===== config.mk =====
export PLATFORM = sky130hd
export DESIGN_NAME = xgmii_frame_gen
export DESIGN_NICKNAME = d
export VERILOG_FILES = /design/src/rtl/xgmii_frame_gen.sv
export SDC_FILE = /design/constraint.sdc
export NUM_CORES = 1
export LEC_CHECK = 0
export ABC_AREA = 1
export CORE_ASPECT_RATIO = 2
export CORE_MARGIN = 2
export CORE_UTILIZATION = 49
export CTS_CLUSTER_SIZE = 20
export DETAILED_ROUTE_END_ITERATION = 16
export HOLD_SLACK_MARGIN = 0.08
export PLACE_DENSITY = 0.85
export SYNTH_ARGS = -nofsm -noshare
export SYNTH_HDL_FRONTEND = slang
export SYNTH_SLANG_ARGS = --single-unit

===== constraint.sdc =====
create_clock -name clk -period 6.48 [get_ports clk]
set_input_delay 1.62 -clock clk [delete_from_list [all_inputs] [get_ports clk]]
set_output_delay 1.62 -clock clk [all_outputs]
set_load 0.05 [all_outputs]

===== src/rtl/xgmii_frame_gen.sv =====
// -----------------------------------------------------------------------------
// xgmii_frame_gen
//
// XGMII transmit-side frame generator. It takes payload words, starting at the
// destination MAC and including the FCS, from a 64-bit valid/ready stream. It
// emits them on a 64-bit XGMII bus in this order: a lane-0 /S/ preamble word,
// the lane-aligned data, and a /T/ terminate. It enforces a minimum number of
// idle characters between /T/ (or /E/) and the next /S/.
//
// Ports
//   clk            XGMII TX clock
//   rst            asynchronous active-high reset
//   in_valid       payload word valid
//   in_ready       payload word accepted when in_valid & in_ready (combinational)
//   in_data[63:0]  payload, byte 0 (first on wire) in bits 7:0
//   in_sof         first word of frame
//   in_eof         last word of frame
//   in_bytes[2:0]  valid bytes in the eof word (0 means 8)
//   xc_o[7:0]      XGMII control flags, bit k for lane k
//   xd_o[63:0]     XGMII data, lane k in bits 8k+7:8k
//   frame_done_o   one-cycle pulse coinciding with the /T/-carrying word
//   underrun_o     one-cycle pulse coinciding with the /E/ word
//   frame_cnt_o    frames completed with /T/ (wraps)
//   underrun_cnt_o frames aborted by underrun (wraps)
// -----------------------------------------------------------------------------
module xgmii_frame_gen #(
  parameter int MIN_IPG = 12,
  parameter int CNT_W   = 32
) (
  input  logic             clk,
  input  logic             rst,
  input  logic             in_valid,
  output logic             in_ready,
  input  logic [63:0]      in_data,
  input  logic             in_sof,
  input  logic             in_eof,
  input  logic [2:0]       in_bytes,
  output logic [7:0]       xc_o,
  output logic [63:0]      xd_o,
  output logic             frame_done_o,
  output logic             underrun_o,
  output logic [CNT_W-1:0] frame_cnt_o,
  output logic [CNT_W-1:0] underrun_cnt_o
);

  localparam logic [7:0]  IDLE_C        = 8'h07;
  localparam logic [7:0]  TERM_C        = 8'hFD;
  localparam logic [7:0]  ERR_C         = 8'hFE;
  localparam logic [63:0] IDLE_WORD     = {8{IDLE_C}};
  localparam logic [63:0] ERR_WORD      = {8{ERR_C}};
  localparam logic [63:0] TERM_WORD     = {{7{IDLE_C}}, TERM_C};
  // /S/ in lane 0, six preamble bytes, SFD in lane 7.
  localparam logic [63:0] PREAMBLE_WORD = 64'hD5555555_555555FB;
  localparam logic [6:0]  MIN_IPG_C     = 7'(MIN_IPG);
  localparam logic [6:0]  IPG_MAX       = 7'd127;

  typedef enum logic [1:0] {
    S_IDLE,
    S_DATA,
    S_TERM,
    S_DROP
  } state_t;

  state_t      state;
  logic [6:0]  ipg_cnt;     // idle characters since the last /T/ or /E/
  logic [6:0]  ipg_plus8;
  logic        start;
  logic [7:0]  tail_lane;   // one-hot lane that carries /T/ in a partial eof word
  logic [7:0]  tail_keep;   // lanes below the /T/ lane that still carry data
  logic [7:0]  tail_xc;
  logic [63:0] tail_xd;

  // The sof word is held back in IDLE so that it is consumed as the first data
  // word once the preamble is out. Any other word seen in IDLE is discarded.
  always_comb begin
    // NOTE: assign every always_comb output a default before the case, so a
    // missed branch cannot infer a latch.
    in_ready = 1'b0;
    case (state)
      S_IDLE:         in_ready = in_valid & ~in_sof;
      S_DATA, S_DROP: in_ready = 1'b1;
      default:        in_ready = 1'b0;
    endcase
  end

  assign ipg_plus8 = (ipg_cnt > (IPG_MAX - 7'd8)) ? IPG_MAX : ipg_cnt + 7'd8;
  assign start     = (state == S_IDLE) & in_valid & in_sof & (ipg_cnt >= MIN_IPG_C);

  // Partial eof word with n = in_bytes (1..7): data in lanes < n, /T/ in lane n,
  // and idle in the remaining lanes. Every non-data lane is a control lane.
  always_comb begin
    tail_lane = 8'h01 << in_bytes;
    tail_keep = tail_lane - 8'h01;
    tail_xc   = ~tail_keep;
    tail_xd   = IDLE_WORD;
    for (int k = 0; k < 8; k++) begin
      if (tail_keep[k])      tail_xd[8*k +: 8] = in_data[8*k +: 8];
      else if (tail_lane[k]) tail_xd[8*k +: 8] = TERM_C;
      else                   tail_xd[8*k +: 8] = IDLE_C;
    end
  end

  // NOTE: all state below uses non-blocking assignments, so every register
  // samples pre-edge values regardless of statement order.
  always_ff @(posedge clk or posedge rst) begin
    if (rst) begin
      state          <= S_IDLE;
      ipg_cnt        <= IPG_MAX;  // first frame after reset may start at once
      xc_o           <= 8'hFF;
      xd_o           <= IDLE_WORD;
      frame_done_o   <= 1'b0;
      underrun_o     <= 1'b0;
      frame_cnt_o    <= '0;
      underrun_cnt_o <= '0;
    end else begin
      frame_done_o <= 1'b0;
      underrun_o   <= 1'b0;
      case (state)
        S_IDLE: begin
          if (start) begin
            xc_o  <= 8'h01;
            xd_o  <= PREAMBLE_WORD;
            state <= S_DATA;
          end else begin
            xc_o    <= 8'hFF;
            xd_o    <= IDLE_WORD;
            ipg_cnt <= ipg_plus8;
          end
        end

        S_DATA: begin
          if (!in_valid) begin
            // The source starved mid-frame, so poison the frame with /E/.
            xc_o           <= 8'hFF;
            xd_o           <= ERR_WORD;
            underrun_o     <= 1'b1;
            underrun_cnt_o <= underrun_cnt_o + 1'b1;
            ipg_cnt        <= '0;
            state          <= S_DROP;
          end else if (in_eof && (in_bytes != 3'd0)) begin
            xc_o         <= tail_xc;
            xd_o         <= tail_xd;
            frame_done_o <= 1'b1;
            frame_cnt_o  <= frame_cnt_o + 1'b1;
            // Lanes above the /T/ lane are idle and count toward the gap.
            ipg_cnt      <= 7'd7 - {4'd0, in_bytes};
            state        <= S_IDLE;
          end else begin
            xc_o <= 8'h00;
            xd_o <= in_data;
            if (in_eof) state <= S_TERM;
          end
        end

        S_TERM: begin
          xc_o         <= 8'hFF;
          xd_o         <= TERM_WORD;
          frame_done_o <= 1'b1;
          frame_cnt_o  <= frame_cnt_o + 1'b1;
          ipg_cnt      <= 7'd7;
          state        <= S_IDLE;
        end

        S_DROP: begin
          xc_o    <= 8'hFF;
          xd_o    <= IDLE_WORD;
          ipg_cnt <= ipg_plus8;
          if (in_valid && in_eof) state <= S_IDLE;
        end

        default: state <= S_IDLE;
      endcase
    end
  end

endmodule


# --- Yosys cells after proc, flatten, opt, wreduce, memory -nomap -nowiden ---
# Cells that the tools add are included.
op_classes:
  n_addsub: 5
  n_lt_le_gt_ge: 2
  eq_ne: 10
  shifts: 1
  muxes: 44
  n_bitwise: 7
  n_reduce_logical: 11
op_table:
  columns: ["cell", "count"]
  rows:
  - ["$pmux W64 S4", 1]
  - ["$mux W64", 3]
  - ["$mux W8", 19]
  - ["$add A32 B1 Y32 const B", 2]
  - ["$mux W32", 2]
  - ["$pmux W32 S2", 1]
  - ["$mux W7", 4]
  - ["$pmux W7 S4", 1]
  - ["$pmux W8 S3", 1]
  - ["$mux W2", 5]
  - ["$ne A2 B2 Y1 const B", 5]
  - ["$not A8 Y8", 1]
  - ["$pmux W2 S4", 1]
  - ["$shl A1 B3 Y8 const A", 1]
  - ["$sub A8 B1 Y8 const B", 1]
  - ["$add A7 B4 Y7 const B", 1]
  - ["$ge A7 B4 Y1 const B", 1]
  - ["$gt A7 B7 Y1 const B", 1]
  - ["$reduce_and A3 Y1", 2]
  - ["$and A1 B1 Y1", 4]
  - ["$eq A2 B2 Y1 const B", 2]
  - ["$mux W1", 4]
  - ["$ne A4 B4 Y1 const B", 1]
  - ["$pmux W1 S2", 2]
  - ["other kinds (10)", 14]
totals:
  reg_bits: 147
  input_bits: 72
  output_inout_bits: 139
  word_cells: 88

# --- Depth between registers and ports, before layout ---
# Gate-level depths: netlist (run 1).
depth:
  depth_word: 6
  ltp_mapped: 11
  depth_no_buf: 11

# --- Worst setup path before layout (run 1) ---
# Ideal clock, no wire load.
synth_timing:
  kind: "input to output"
  startpoint: "input in_valid"
  endpoint: "output in_ready"
  arrival_ns: 2.924
  t_required_ns: 4.860
  slack_ns: 1.936
  cell_stages: 4
  path_buffers: 2
  cell_sequence: "buf_4 -> clkbuf_1 -> nand3_1 -> a21oi_1"
synth_via:
  elab_chain_len: 2
synth_rtl:
  columns: ["element", "line_no", "source"]
  rows:
  - ["start, declared", "32", "input logic in_valid,"]
  - ["$and A1 B1 Y1", "80", "S_IDLE: in_ready = in_valid & ~in_sof;"]
  - ["$pmux W1 S2", "79", "case (state)"]
  - ["end, declared", "33", "output logic in_ready,"]
# No other way between the ends.

# --- Final worst setup path (run 1) ---
# Same ends and word-level chain as after synthesis.

==> results of run 1 <==
[stage by stage]
stage / instances / util / instance area [µm²]
6_report: 1438 / 0.691 / 10600
5_1_grt: 1438 / 0.691 / 10600
4_1_cts: 1438 / 0.691 / 10600
3_5_place_dp: 1406 / 0.650 / 9950
3_3_place_gp: 1406 / 0.650 / 9950
2_1_floorplan: 1016 / - / 7680
[area by class of cell]
type	instances	area (µm²)
clock buffer	22	464
clock inverter	10	159
fill	1233	4730
inverter	73	279
multi-input combinational	774	3560
sequential	147	3730
tap	198	248
timing repair buffer	214	2130
[worst max-delay path: cells and delay by family]
| kind | cells | cell delay [ns] |
|---|---|---|
| buffers and inverters | 3 | 1.52 |
| AND/OR/NAND/NOR | 1 | 0.10 |
| AO/OA/AOI/OAI | 1 | 0.13 |
[state kept, by name, summed over array words and instances, names as in the netlist]
register	count
xd_o	64
frame_cnt_o	32
underrun_cnt_o	32
xc_o	8
ipg_cnt	7
state	2
frame_done_o	1
underrun_o	1
[power breakdown]
part / leakage (nW) / switching [mW] / internal [mW] / total, mW
sequential: 1.87 / 0.143 / 1.25 / 1.40
combinational: 2.70 / 1.54 / 0.635 / 2.18
clock: 0.300 / 0.382 / 0.663 / 1.04
[path summary, 6_finish.rpt]
path                                                start                        endpoint  slack, ns  cells past startpoint
hold reg to reg            underrun_cnt_o[31]$_DFFE_PP0P_  underrun_cnt_o[31]$_DFFE_PP0P_       0.47                      1
setup reg to reg                     state[1]$_DFFE_PP0P_     frame_cnt_o[15]$_DFFE_PP0P_       3.54                      7
setup / recovery                                 in_valid                        in_ready       1.48                      5
max in group asynchronous                             rst          ipg_cnt[3]$_DFFE_PP1P_       3.55                      3
min in group asynchronous                             rst   underrun_cnt_o[2]$_DFFE_PP0P_       1.78                      2
hold / removal             underrun_cnt_o[31]$_DFFE_PP0P_  underrun_cnt_o[31]$_DFFE_PP0P_       0.47                      1
[cell usage after synthesis, types with 2 or more instances]
cell and instances:
a21oi_1 36, a21oi_4 2, buf_2 10, buf_4 3, buf_6 2, clkbuf_1 7
dfrtp_1 108, dfstp_2 39, ha_1 10, inv_1 65, inv_2 8, nand2_1 437
nand2_2 3, nand3_1 45, nand3_2 3, nand3b_1 23, nand4_1 6, nor2_1 108
nor2_2 7, nor2_4 2, nor3_1 7, o21ai_0 35, o21ai_1 7, xnor2_1 23
xor2_1 13
[routing by layer]
metal	wire length, µm	vias to the layer above	GRT usage
li1	-	3609	-
met1	7510	3509	0.278
met2	12900	300	0.552
met3	1540	109	0.0801
met4	1610	0	0.193
met5	0	-	0
[cell usage in the layout (no fill, tap or decap), drive strengths merged]
cell type and count:
a21boi 1, o21ai 42, nand2 441, a31oi 1, bufinv 4, nand3 48
nor3 8, clkbuf 22, ha 10, xor2 13, dfrtp 108, inv 73
clkinvlp 2, dfstp 39, o211ai 1, a21oi 39, xnor2 23, o31ai 1
clkinv 4, nand3b 23, clkdlybuf4s50 210, buf 4, nor2 117, nand4 6
[kinds of logic after synthesis]
logic type	count (synthesis)
xor gates and xnor gates	36
AOI/OAI and AO/OA	85
DFF	147
buffers and inverters	95
adders and majority gates	10
and+or+nand+nor	643
==> results.md, run 1 <==
- Overall Power: ~4.6 mW
- Fmax: about 200 MHz
- GPL Wtd Cong: 0.902
- Area share of and/or/nand/nor cells after synthesis: 0.346
- Via count: ~7500
- Ports: around 210
- Worst-margin pin slew: approximately 1 ns
- Top cell type's share of synthesized area: 0.352
- Max cap viols: 0
- Req. time, crit path: between 4 and 5 ns
- Buffers on Ports: 210
- Status: complete, no violations
- Tmin final: 5.00 ns
- Initial Utilization: 0.502
- Synthesized flop and latch total: between 100 and 150
- Clock skew: 0.00919 ns
- Area contributors post-synth: dfrtp_1, nand2_1, dfstp_2
- DRT Pass-1 Iters: 5
- CTS tree: done
- Area leader, netlist: dfrtp_1
- Crit path kind: in2out
- Mean Syn Cell Area: 7.56 µm²
- Setup WS post-layout: 1.48 ns
- Initial antenna violation count: 0
- Vias in the first global route: ~7900
- Fin nets: between 1000 and 1500
- Core area: around 15000 µm²
- CP Capture Type: primary output
- Overflow after GRT: 0
- Crit Path Max Fanout: 18
- Post CTS Setup Buffer Count: 0
- Pwr/cell area: about 440 nW/µm²
- Count of different cell masters after synthesis: 32
- Adder-Cell Fraction of Synth Area: 0.0163
- Worst path cell trace: clkdlybuf4s50_1 -> buf_4 -> nand3_1 -> a21oi_1 -> clkdlybuf4s50_1
- Layout cells sized above 1: 0.0815
- Diodes inserted: 0
- Worst EP arrival: 3.38 ns
- Slew HR: 0.327
- RSZ-0062 raised after global routing: no
- Register area share after synthesis: 0.485
- Die ar.: between 15000 and 20000 µm²
- Bufs on Longest Clock Path: 2
- Post-synthesis compound-gate area fraction: 0.0599
- Mux share of post-synthesis cell area: 0
- Largest net degree at the start of global routing: 110
- Sink Count: between 100 and 150
- Worst hold-check path type: reg2reg
- First-pass GRT wire length: 38800 µm
- Dpl ws: around 1.5 ns
- Final hold vios: 0
- Post-Synthesis Cell Area: approximately 7700 µm²
- Setup Viol. Count Final: 0
- # rows: 64
- Slowest stage delay, CP: between 0.8 and 0.9 ns
- Total GRT Usage: 0.298
- Drt wl/cell: 16.4 µm
- Mapped Nets: ~1100
- Die width: approximately 90 µm
- Clock transition at path regs: 0.05 ns
- Critical path's slowest cell: clkdlybuf4s50_1
- Hold buffer count at CTS: 0
- Post-synth EDFFs: 0
- Pins Over Slew Limit: 0
- Top_reg_cell synth: dfrtp_1
- CTS root buf: clkbuf_16
- Period utilization: 0.771
- First DRT Iteration DRCs: ~300
- Cell count after synthesis: just over 1000
- Xor/xnor share of the synthesized area: 0.0410
- Ys Warns: 0
- Static leakage: ~5 nW
- Clk_lat worst skew: 0.43 ns
- WL final: 23600 µm
- Most common cell on crit path: clkdlybuf4s50_1
- Hold WS: approximately 0.47 ns
- Worst vdd ir: about 470 µV
- Layout area overhead: 37.6%
- Htree depth: 4
- Vias per inst: about 5.2
- Async set or reset register ratio after synthesis: 1.00
- Largest family of logic cells by synthesized area: simple AND/OR/NAND/NOR gates
- Worst Setup Start Kind: input pin
- TritonCTS Buffers: 17
- Dpl hpwl: between 15000 and 20000 µm
- DR DRC count: 0
- Die Height: between 150 and 200 µm
- TNS Setup: 0 ns
- Post-route ant nets: 0
- PostCTS Resize Cnt: 0
Power figures use the tool's default switching activity.
==> run 2: changes to the inputs <==
--- a/config.mk
+++ b/config.mk
@@ -8,11 +8,11 @@
 export ABC_AREA = 1
 export CORE_ASPECT_RATIO = 2
 export CORE_MARGIN = 2
-export CORE_UTILIZATION = 49
+export CORE_UTILIZATION = 44
 export CTS_CLUSTER_SIZE = 20
 export DETAILED_ROUTE_END_ITERATION = 16
 export HOLD_SLACK_MARGIN = 0.08
-export PLACE_DENSITY = 0.85
+export PLACE_DENSITY = 0.81
 export SYNTH_ARGS = -nofsm -noshare
 export SYNTH_HDL_FRONTEND = slang
 export SYNTH_SLANG_ARGS = --single-unit
==> constraint.sdc (replaced) <==
create_clock -name clk -period 4.05 [get_ports clk]
set_input_delay 1.0125 -clock clk [delete_from_list [all_inputs] [get_ports clk]]
set_output_delay 1.0125 -clock clk [all_outputs]
set_load 0.05 [all_outputs]
==> run 2 against run 1 <==
Compared with the run above:
- sequential share of layout area is 0.24 points lower
- clock skew is 0.0054 ns higher
- cell area grew 0.69%
- register-to-register slack lost 2.0 ns
- via count rose by 1.1%
- wire length is 6.7% higher
- sequential power rose by 59%
- power is 59% higher
- critical path type unchanged
- largest power group unchanged
==> results.md, run 2 (synthesized netlist as in run 1, its figures left out) <==
- Footprint of the multi-input gates: ~3600 µm²
- Flop pwr share: 0.304
- Hold buffer count at CTS: 0
- Vias in the first global route: 7846
- Worst EP arrival: approximately 2 ns
- Combinational share of power: 0.485
- Worst vdd ir: between 600 and 700 µV
- Htree depth: 4
- Sw power: about 3.4 mW
- Largest regs: xd_o (64), frame_cnt_o (32), underrun_cnt_o (32)
- Max cap viols: 0
- Post-route insts no fill: between 1000 and 1500
- GPL Wtd Cong: roughly 1.1
- Clock skew: approximately 0.015 ns
- Worst hold-check path type: reg2reg
- CTS root buf: clkbuf_16
- Final hold vios: 0
- DP Cell Count: 1426
- Req. time, crit path: ~3.0 ns
- TNS Setup: 0 ns
- Most common cell after layout, fill and taps aside: nand2_1
- Dpl hpwl: approximately 19000 µm
- Seq. cell area: roughly 3700 µm²
- Die ar.: about 19000 µm²
- Vias per inst: roughly 5.2
- Bufs on Longest Clock Path: 2
- Worst-margin pin slew: a little under 0.9 ns
- Period utilization: 0.757
- Clk_lat worst skew: 0.42 ns
- Core area: 17200 µm²
- Layout filler cell count: roughly 1500
- PostCTS Resize Cnt: 0
- Layout cells sized above 1: 0.0881
- Die Height: between 150 and 200 µm
- Largest net degree at the start of global routing: 60
- CTS tree: done
- Ports: roughly 210
- Int Pwr: around 4.0 mW
- Commonest cells after routing, fill and taps aside: nand2_1, clkdlybuf4s50_1, nor2_1, dfrtp_1, inv_1
- Overall Power: 7.35 mW
- Util after Layout: 0.619
- Post CTS Setup Buffer Count: 0
- Drt wl/cell: around 17 µm
- WL final: roughly 25000 µm
- Crit Path Max Fanout: 3
- Dpl ws: 0.990 ns
- # rows: 68
- Sink Count: 147
- Max FFs per register: 64
- Post-route ant nets: 0
- Buffers on Ports: 210
- Tmin final: ~3 ns
- TritonCTS Buffers: 17
- Clk pwr share: 0.212
- Sw Ratio: 0.459
- RSZ-0062 raised after global routing: no
- DRT Pass-1 Iters: 5
- First DRT Iteration DRCs: 350
- Crit path kind: in2out
- Pwr/cell area: 691 nW/µm²
- Setup WS post-layout: ~0.98 ns
- Clock transition at path regs: 0.06 ns
- Die width: about 97 µm
- Status: complete, no violations
- Diodes inserted: 0
- First-pass GRT wire length: approximately 40000 µm
- Layout area overhead: 38.5%
- Fmax: approximately 330 MHz
- Total GRT Usage: 0.274
- CP Capture Type: primary output
- Via count: around 7600
- DR DRC count: 0
- Slew HR: 0.408
- Setup Viol. Count Final: 0
- Fin nets: roughly 1300
- Worst Setup Start Kind: input pin
- Initial Utilization: 0.447
- Overflow after GRT: 0
- Pins Over Slew Limit: 0
- Initial antenna violation count: 0
- Reg with most FFs: xd_o
- Static leakage: slightly below 5 nW
## run 2: cell count changes in the layout (fill, tap and decap cells not counted), sizes merged
cell	delta
inv	+2
bufinv	-4
clkbuf	+2
clkdlybuf4s50	-1
buf	+9
## run 2: stage by stage
step,hold slack (ns),area (µm²)
after detailed placement,0.471,10100
final,0.484,10600
after global routing,0.495,10600
after floorplan,0.455,7690
after CTS,0.481,10600
after global placement,0.466,10100
## run 2: cell type report
| cell class | instances | area share |
|---|---|---|
| repair buffers | 222 | 0.209 |
| flip-flops and latches | 147 | 0.350 |
| inverters | 73 | 0.0261 |
| well taps | 210 | 0.0247 |
| clock inverters | 8 | 0.00576 |
| clock buffers | 24 | 0.0494 |
| multi-input cells | 774 | 0.335 |
## run 2: final timing paths
| check | startpoint | to | slack, ns | cells after the start |
|---|---|---|---|---|
| max reg2reg | state[1]$_DFFE_PP0P_ | xd_o[41]$_DFF_PP1_ | 1.58 | 10 |
| max | in_valid | in_ready | 0.98 | 4 |
| max in group asynchronous | rst | xd_o[49]$_DFF_PP1_ | 2.41 | 3 |
| min | ipg_cnt[1]$_DFFE_PP1P_ | ipg_cnt[1]$_DFFE_PP1P_ | 0.48 | 2 |
| min reg2reg | ipg_cnt[1]$_DFFE_PP1P_ | ipg_cnt[1]$_DFFE_PP1P_ | 0.48 | 2 |
| min in group asynchronous | rst | frame_cnt_o[0]$_DFFE_PP0P_ | 0.93 | 2 |
## run 2: critical path, cell delays in order
cell             delay (ns)
clkdlybuf4s50_1        0.51
nand3_1                0.10
a21oi_1                0.25
buf_12                 0.18
## run 2: metal layers
metal,wire (µm),GRT usage,vias up
met5,0,0,-
met4,1810,0.186,0
met3,1600,0.0638,109
met2,13800,0.524,342
met1,7900,0.249,3541
li1,-,-,3618
## run 2: power by group through the flow
| stage | registers [mW] | clock network (mW) | logic, mW |
|---|---|---|---|
| detailed placement | 2.25 | 0 | 3.54 |
| global route | 2.28 | 1.65 | 3.75 |
| CTS | 2.24 | 1.58 | 3.56 |
| finish | 2.23 | 1.56 | 3.56 |
| global placement | 2.24 | 0 | 3.52 |
| floorplan | 3.56 | 0 | 0.985 |
==> run 3: changes to the inputs <==
==> constraint.sdc (replaced) <==
create_clock -name clk -period 2.5 [get_ports clk]
set_input_delay 0.625 -clock clk [delete_from_list [all_inputs] [get_ports clk]]
set_output_delay 0.625 -clock clk [all_outputs]
set_load 0.05 [all_outputs]
==> run 3 against run 2 <==
Compared with the run above:
- clock power is 67% higher
- critical endpoint is now xd_o[34]
- via count is 1.1% higher
- global-route usage decreased by 0.16 points
- sequential power grew 63%
- hold slack got worse by 0.0088 ns
- power rose by 65%
- largest power group unchanged
==> results.md, run 3 (synthesized netlist as in run 1, its figures left out) <==
- Via count: just under 8000
- Pins Over Slew Limit: 0
- DRT Pass-1 Iters: 6
- Pwr/cell area: 1120 nW/µm²
- Largest net degree at the start of global routing: slightly above 50
- DP Cell Count: ~1400
- Setup WS post-layout: just over 0.09 ns
- Worst Setup Start Kind: flop
- Req. time, crit path: around 1.9 ns
- Setup Viol. Count Final: 0
- Tmin final: ~2.4 ns
- Buffers on Ports: 210
- Int Pwr: 6.57 mW
- Hold buffer count at CTS: 0
- Slew HR: 0.478
- Status: complete, no violations
- Largest regs: xd_o (64), frame_cnt_o (32), underrun_cnt_o (32)
- Flop pwr share: 0.301
- Clock transition at path regs: ~0.060 ns
- Sw Ratio: 0.457
- Vias per inst: ~5.2
- Htree depth: 4
- Worst vdd ir: 940 µV
- Critical path's slowest cell: clkdlybuf4s50_1
- Layout area overhead: 40.8%
- Period utilization: 0.963
- Post-route ant nets: 0
- Fmax: between 400 and 500 MHz
- Most common cell after layout, fill and taps aside: nand2_1
- First-pass GRT wire length: ~39000 µm
- Clk_lat worst skew: between 0.4 and 0.5 ns
- Die width: between 90 and 100 µm
- TNS Setup: 0 ns
- TritonCTS Buffers: 17
- CTS tree: done
- Initial antenna violation count: 0
- Sink Count: roughly 150
- Util after Layout: 0.630
- RSZ-0062 raised after global routing: no
- Worst-margin pin slew: slightly below 0.8 ns
- Worst path top cell family by delay: buffers and inverters
- Layout cells sized above 1: 0.109
- CP Capture Type: primary output
- Final hold vios: 0
- Overall Power: ~12 mW
- Crit Path Max Fanout: 1
- Overflow after GRT: 0
- Vias in the first global route: 7864
- Static leakage: about 5.0 nW
- Fin nets: 1337
- Diodes inserted: 0
- Dpl ws: -0.0650 ns
- Core area: 17200 µm²
- Die ar.: roughly 19000 µm²
- Sw power: between 5 and 6 mW
- Max FFs per register: 64
- Initial Utilization: 0.447
- Reg with most FFs: xd_o
- Max cap viols: 0
- CP Buf/Inv Count: 1
- DR DRC count: 0
- Clock skew: between 0.008 and 0.009 ns
- Worst path cell trace: clkdlybuf4s50_1
- Total GRT Usage: 0.272
- Worst hold-check path type: reg2reg
- Post-route insts no fill: roughly 1500
- Combinational share of power: 0.485
- Commonest cells after routing, fill and taps aside: nand2_1, clkdlybuf4s50_1, nor2_1, dfrtp_1, inv_1
- CTS root buf: clkbuf_16
- # rows: 68
- Drt wl/cell: about 17 µm
- Die Height: between 150 and 200 µm
- GPL Wtd Cong: 0.959
- Slowest stage delay, CP: roughly 0.84 ns
- Worst EP arrival: roughly 1.8 ns
- Dpl hpwl: between 15000 and 20000 µm
- Ports: about 210
- Bufs on Longest Clock Path: 2
- First DRT Iteration DRCs: just under 400
- Clk pwr share: 0.214
- Crit path kind: reg2out
- Layout filler cell count: approximately 1500
- WL final: about 25000 µm
[run 3: path summary, 6_finish.rpt]
kind                                           startpoint                             end  slack, ns  depth (start not counted)
min                        underrun_cnt_o[31]$_DFFE_PP0P_  underrun_cnt_o[31]$_DFFE_PP0P_       0.47                          1
min in group asynchronous                             rst   underrun_cnt_o[2]$_DFFE_PP0P_       0.49                          2
max reg2reg                          state[1]$_DFFE_PP0P_            state[0]$_DFFE_PP0P_       0.43                          9
max                                    xd_o[34]$_DFF_PP1_                        xd_o[34]       0.09                          1
max in group asynchronous                             rst              xd_o[48]$_DFF_PP1_       1.36                          3
min reg2reg                underrun_cnt_o[31]$_DFFE_PP0P_  underrun_cnt_o[31]$_DFFE_PP0P_       0.47                          1
[run 3: layout make-up]
type,count,area [µm²],area share
Clock inverter,13,145,0.0134
Timing Repair Buffer,242,2390,0.221
Inverter,73,278,0.0257
Multi-Input combinational cell,774,3570,0.330
Sequential cell,147,3730,0.344
Tap cell,210,263,0.0243
Clock buffer,19,453,0.0419
[run 3: metal layers]
metal / GRT usage / vias to the layer above / share of wire
met4: 0.175 / 0 / 0.068
met2: 0.522 / 320 / 0.56
met5: 0 / - / 0
met1: 0.245 / 3610 / 0.31
met3: 0.0729 / 103 / 0.061
li1: - / 3662 / -
[run 3: through the flow]
stage          hold WS [ns]  instance area [µm²]
6_report              0.475                10800
5_1_grt               0.482                10800
4_1_cts               0.477                10800
3_5_place_dp          0.474                10200
3_3_place_gp          0.466                10200
2_1_floorplan         0.455                 7690
[run 3: power by group through the flow]
stage               Sequential (mW)  Clock [mW]  Combinational (mW)
floorplan                      5.77           0                1.60
detailed placement             3.67           0                5.85
global placement               3.67           0                5.80
CTS                            3.65        2.65                5.89
global route                   3.71        2.76                6.17
finish                         3.64        2.60                5.87
[run 3: what timing repair did]
action	4_1_cts	5_1_grt
endpoints found under the setup margin	0	2
buffers inserted	0	0
gates resized for setup	0	2
